[src/rtl/test_seq_pkg.sv]
// Shared types and constants for the vector test sequencer.
// No logic; no latency; no backpressure.
// Holds the FSM state enum, bus widths, parameter defaults and the signature step.
package test_seq_pkg;

    localparam int SIG_W           = 32;
    localparam int ADDR_W          = 3;
    localparam int CNT_W           = 4;
    localparam int TMO_W           = 8;
    localparam int NUM_VECTORS_DEF = 7;
    localparam int WAIT_MAX_DEF    = 255;

    typedef enum logic [2:0] {
        IDLE,
        FETCH,
        SEND,
        WAIT_RESP,
        DONE,
        ERR
    } state_t;

    // Rotate-left-by-one then fold in the new response word.
    function automatic logic [SIG_W-1:0] sig_step(input logic [SIG_W-1:0] sig,
                                                  input logic [SIG_W-1:0] resp);
        return {sig[SIG_W-2:0], sig[SIG_W-1]} ^ resp;
    endfunction

endpackage

[src/rtl/seq_timeout.sv]
// Response watchdog: counts idle wait cycles and flags when the limit is reached.
// Latency: expired is combinational, asserted in the cycle whose count step hits limit.
// Backpressure: none; clr wins over en.
module seq_timeout
    import test_seq_pkg::*;
#(
    parameter int W = TMO_W
)(
    input  logic         clk,
    input  logic         rst,
    input  logic         clr,
    input  logic         en,
    input  logic [W-1:0] limit,
    output logic         expired
);

    logic [W-1:0] cnt;

    always_ff @(posedge clk or posedge rst) begin
        if (rst) begin
            cnt <= '0;
        end else if (clr) begin
            cnt <= '0;
        end else if (en) begin
            cnt <= cnt + W'(1);
        end
    end

    // Fires when this cycle's increment would make the count equal limit.
    assign expired = en && (cnt == (limit - W'(1)));

endmodule

[config.mk]
export PLATFORM = sky130hd
export DESIGN_NAME = seq_timeout
export DESIGN_NICKNAME = d
export VERILOG_FILES = /design/src/rtl/test_seq_pkg.sv /design/src/rtl/seq_timeout.sv
export SDC_FILE = /design/constraint.sdc
export NUM_CORES = 1
export LEC_CHECK = 0
export CORE_UTILIZATION = 48
export CTS_CLUSTER_SIZE = 25
export DETAILED_ROUTE_END_ITERATION = 16
export PLACE_DENSITY = 0.81
export SETUP_SLACK_MARGIN = 0.2
export SLEW_MARGIN = 20
export SYNTH_ARGS = -nofsm -noshare
export SYNTH_HDL_FRONTEND = slang
export SYNTH_SLANG_ARGS = --single-unit
[constraint.sdc]
create_clock -name clk -period 1.75 [get_ports clk]
set_input_delay 0.175 -clock clk [delete_from_list [all_inputs] [get_ports clk]]
set_output_delay 0.175 -clock clk [all_outputs]
set_load 0.005 [all_outputs]
# --- Word-level counts from Yosys, hierarchy flattened ---
# Cells that the tools add are included.
totals:
  reg_bits: 8
  in_bits: 12
  out_inout_bits: 1
classes:
  add_sub_neg: 2
  n_eq_ne: 1
  muxes: 2
  n_reduce_logical: 2
op_table:
  columns: ["op", "count"]
  rows:
  - ["8-bit 2-to-1 mux", 2]
  - ["8-bit by 1-bit adder with 8-bit output (second input constant)", 1]
  - ["8-bit == test", 1]
  - ["8-bit by 1-bit subtractor with 8-bit output (second input constant)", 1]
  - ["2-bit nonzero test", 1]
  - ["1-bit logical AND", 1]

# --- Logic depth before layout (Yosys ltp) ---
logic_depth:
  depth_word: 3
  ltp_mapped: 6
  depth_no_buf: 6

# --- Worst setup path before layout ---
# No wires, ideal clock.
synth_path:
  path_kind: "reg2out"
  from: "reg cnt[3]"
  to: "out expired"
  t_arrival_ns: 1.379
  t_required_ns: 1.575
  path_slack_ns: 0.196
  stages_incl_launch_ff: 5
  n_path_buf: 0
  path_cell_list: "dfrtp_1 > xnor2_1 > xnor2_1 > or4_1 > a211oi_1"
synth_between:
  elab_chain_cells: 2
synth_rtl:
  columns: ["element", "line", "source"]
  rows:
  - ["from (decl)", "seq_timeout.sv:17", "logic [W-1:0] cnt;"]
  - ["from (signal assigned)", "seq_timeout.sv:25", "cnt <= cnt + W'(1);"]
  - ["8-bit == test", "seq_timeout.sv:30", "assign expired = en && (cnt == (limit - W'(1)));"]
  - ["1-bit logical AND", "seq_timeout.sv:30", null]
  - ["to (decl)", "seq_timeout.sv:14", "output logic expired"]
# Every way passes these cells.

# --- Worst setup path in the final report ---
layout_path:
  from: "reg cnt[4]"
  to: "out expired"
# Same word-level chain as after synthesis.

==> flow_summary.json <==
{
  "fillers": 79,
  "drc_errors": 0,
  "cpMaxStageDelayCell": "or4_4",
  "async_reset_ff_share_pct": 100,
  "critical_path.top_delay_family": "simple AND/OR/NAND/NOR gates",
  "synth_top_cell_area_share_pct": 32.0,
  "rsz0062_at_grt": "yes",
  "end_kind": "output pin",
  "initial_core_util_pct": 54.1,
  "ys_seq_elements": 8,
  "yosysMostFrequentCell": "xnor2_1",
  "die_area_sq_um": 1450,
  "fin_crit_ns": 1.89,
  "gp_congestion": 0.722,
  "r2r_setup_slack_ns": 0.35,
  "synth_edf_count": 0,
  "grt_start_max_net_pins": 9,
  "crit_type": "reg -> out",
  "p_per_area_nw_per_um2": 488,
  "insertion_delay_ns": 0.26,
  "drt-initial-drc-count": 14,
  "io_buffer_count": 12,
  "multiInputGateArea_sq_um": 462,
  "max_freq_mhz": 530,
  "critical_path.startpoint_type": "register",
  "io_pins": 13,
  "vias": 629,
  "cp.required_ns": 1.57,
  "detail-route-antenna-nets": 0,
  "coreArea_sq_um": 1160,
  "setup_viol": 1,
  "area_growth_pct": 48.4,
  "rows": 12,
  "peakVddDrop_uv": 360,
  "fin_ws_ns": -0.136,
  "overflow": 0,
  "antenna_found_initial": 0,
  "top_register": "cnt",
  "viasPerCell": 5.62,
  "register_area_sq_um": 200,
  "diodes": 0,
  "critical_path_arrival_ns": 1.71,
  "synth_flop_cell": "dfrtp_1",
  "clock_sinks": 8,
  "dp_hpwl_um": 1140,
  "yosys.area.top_type": "dfrtp_1",
  "fin_skew_ns": 0.00957,
  "clock_path_buffers": 2,
  "layout.nets": 114,
  "synth.distinct_cells": 26,
  "slowest_delay_ns": 0.48,
  "post-route-util_pct": 80.3,
  "synth_fp_nets": 84,
  "clk_pin_slew_ns": 0.06,
  "violations": "setup timing",
  "status": "complete, but fails checks",
  "grt_pass1_vias": 622,
  "critical_path_buf_inv_count": 1,
  "drv_cap": 0,
  "yosysSeqAreaShare_pct": 32.0,
  "cts_tree": "done",
  "max_slew_margin_pct": 78.7,
  "tightest_slew_ns": 0.319,
  "grt_usage_pct": 25.4,
  "routed_wl_um": 1490,
  "fp.dieW_um": 38.1,
  "avgSynthCellArea_sq_um": 8.94,
  "cts-root-buf": "clkbuf_4",
  "worstHoldPathType": "in -> async",
  "netlist_area_sq_um": 626,
  "h-tree-depth": 1,
  "finalCritPeriodShare_pct": 108,
  "leakage_nw": 0.401,
  "path_max_fanout": 2,
  "final_layout_size_suffix_gt1_share_pct": 34.7,
  "yosys-top-cells-count": "12 x xnor2_1, 10 x nor2_1, 8 x dfrtp_1",
  "yosysWarnings": 0,
  "synth_area_leaders": "dfrtp_1 32%, xnor2_1 17%, xor2_1 7.0%, nor2_1 6.0%, ha_1 4.0%",
  "drt-wirelength-per-cell_um": 13.3,
  "numCtsBuffers": 3,
  "hold_viol_final": 0,
  "drv_slew": 0,
  "largest_register_ffs": 8,
  "worstPathCellList": "xnor2_2, xnor2_1, or4_4, a211oi_2, buf_2",
  "hold_buffers": 0,
  "top_regs": "cnt x8",
  "grt_pass1_wl_um": 2530,
  "synthCells": 70,
  "totalNegativeSetupSlack_ns": -0.136,
  "first_pass_iters": 4,
  "die_h_um": 38.1
}
## worst register-to-register path: cells and delay by family, from the launching register on
kind | cells | cell delay, ns
buffers and inverters | 1 | 0.14
adder cells (fa/ha/maj) | 1 | 0.17
AND/OR/NAND/NOR | 1 | 0.35
AO/OA/AOI/OAI | 2 | 0.32
flip-flops | 1 | 0.36
## cell type report
class	count	area share (%)
Inverter	4	1.62
Clock buffer	3	2.43
Tap cell	14	1.89
Multi-Input combinational cell	56	49.7
Timing Repair Buffer	27	22.8
Sequential cell	8	21.6
## kinds of logic (layout without fill, tap and decap cells)
group / count (synthesis) / after routing / share of synthesized area (%)
adder cells (fa/ha/maj): 2 / 2 / 4.00
multiplexers: 1 / 1 / 1.60
buffers and inverters: 6 / 34 / 3.60
flip-flops: 8 / 8 / 32.0
AO/OA/AOI/OAI: 7 / 7 / 8.00
AND/OR/NAND/NOR: 29 / 29 / 27.0
XOR/XNOR: 17 / 17 / 23.8
## layer usage
layer  wire [um]  track usage, %  up-vias
met4          34            8.04        0
met1         637            28.5      292
met3          67            1.74        7
li1            -               -      306
met2         754            49.6       24
met5           0               0        -
## cells in the final DEF (no fill, tap or decap), types with 3 or more instances in the layout
cell	instances
nand3_1	3
nand2_1	3
dfrtp_1	8
nor3_1	3
clkbuf_4	3
clkdlybuf4s50_1	7
buf_4	15
xor2_1	5
nor2_1	10
xnor2_1	10
## through the flow
step | instance area [sq um] | total power, mW | setup WS (ns) | hold slack (ns) | cells
2_1_floorplan | 631 | 0.248 | 0.223 | -0.00934 | 70
3_3_place_gp | 866 | 0.304 | -0.785 | 0.437 | 108
3_5_place_dp | 866 | 0.307 | -0.824 | 0.457 | 108
4_1_cts | 921 | 0.450 | -0.177 | 0.189 | 111
5_1_grt | 928 | 0.470 | -0.179 | 0.205 | 112
6_report | 928 | 0.453 | -0.136 | 0.167 | 112
## path summary, 6_finish.rpt
path,from,end,cells after the start
setup / recovery,cnt[4]$_DFFE_PP0P_,expired,5
hold / removal,rst,cnt[6]$_DFFE_PP0P_,2
setup reg to reg,cnt[1]$_DFFE_PP0P_,cnt[6]$_DFFE_PP0P_,5
hold reg to reg,cnt[6]$_DFFE_PP0P_,cnt[6]$_DFFE_PP0P_,2
min in group clk,cnt[6]$_DFFE_PP0P_,cnt[6]$_DFFE_PP0P_,2
max in group asynchronous,rst,cnt[0]$_DFFE_PP0P_,2
## report_power, final
part | internal, mW | switching (mW)
Combinational | 0.0646 | 0.0527
Clock | 0.0786 | 0.0644
Sequential | 0.190 | 0.00329
## timing repair
action,CTS,global route
setup buffers,0,1
pin swaps,10,9
setup endpoints to repair,1,1
gates resized for setup,18,7
(Power assumes the default switching activity.)
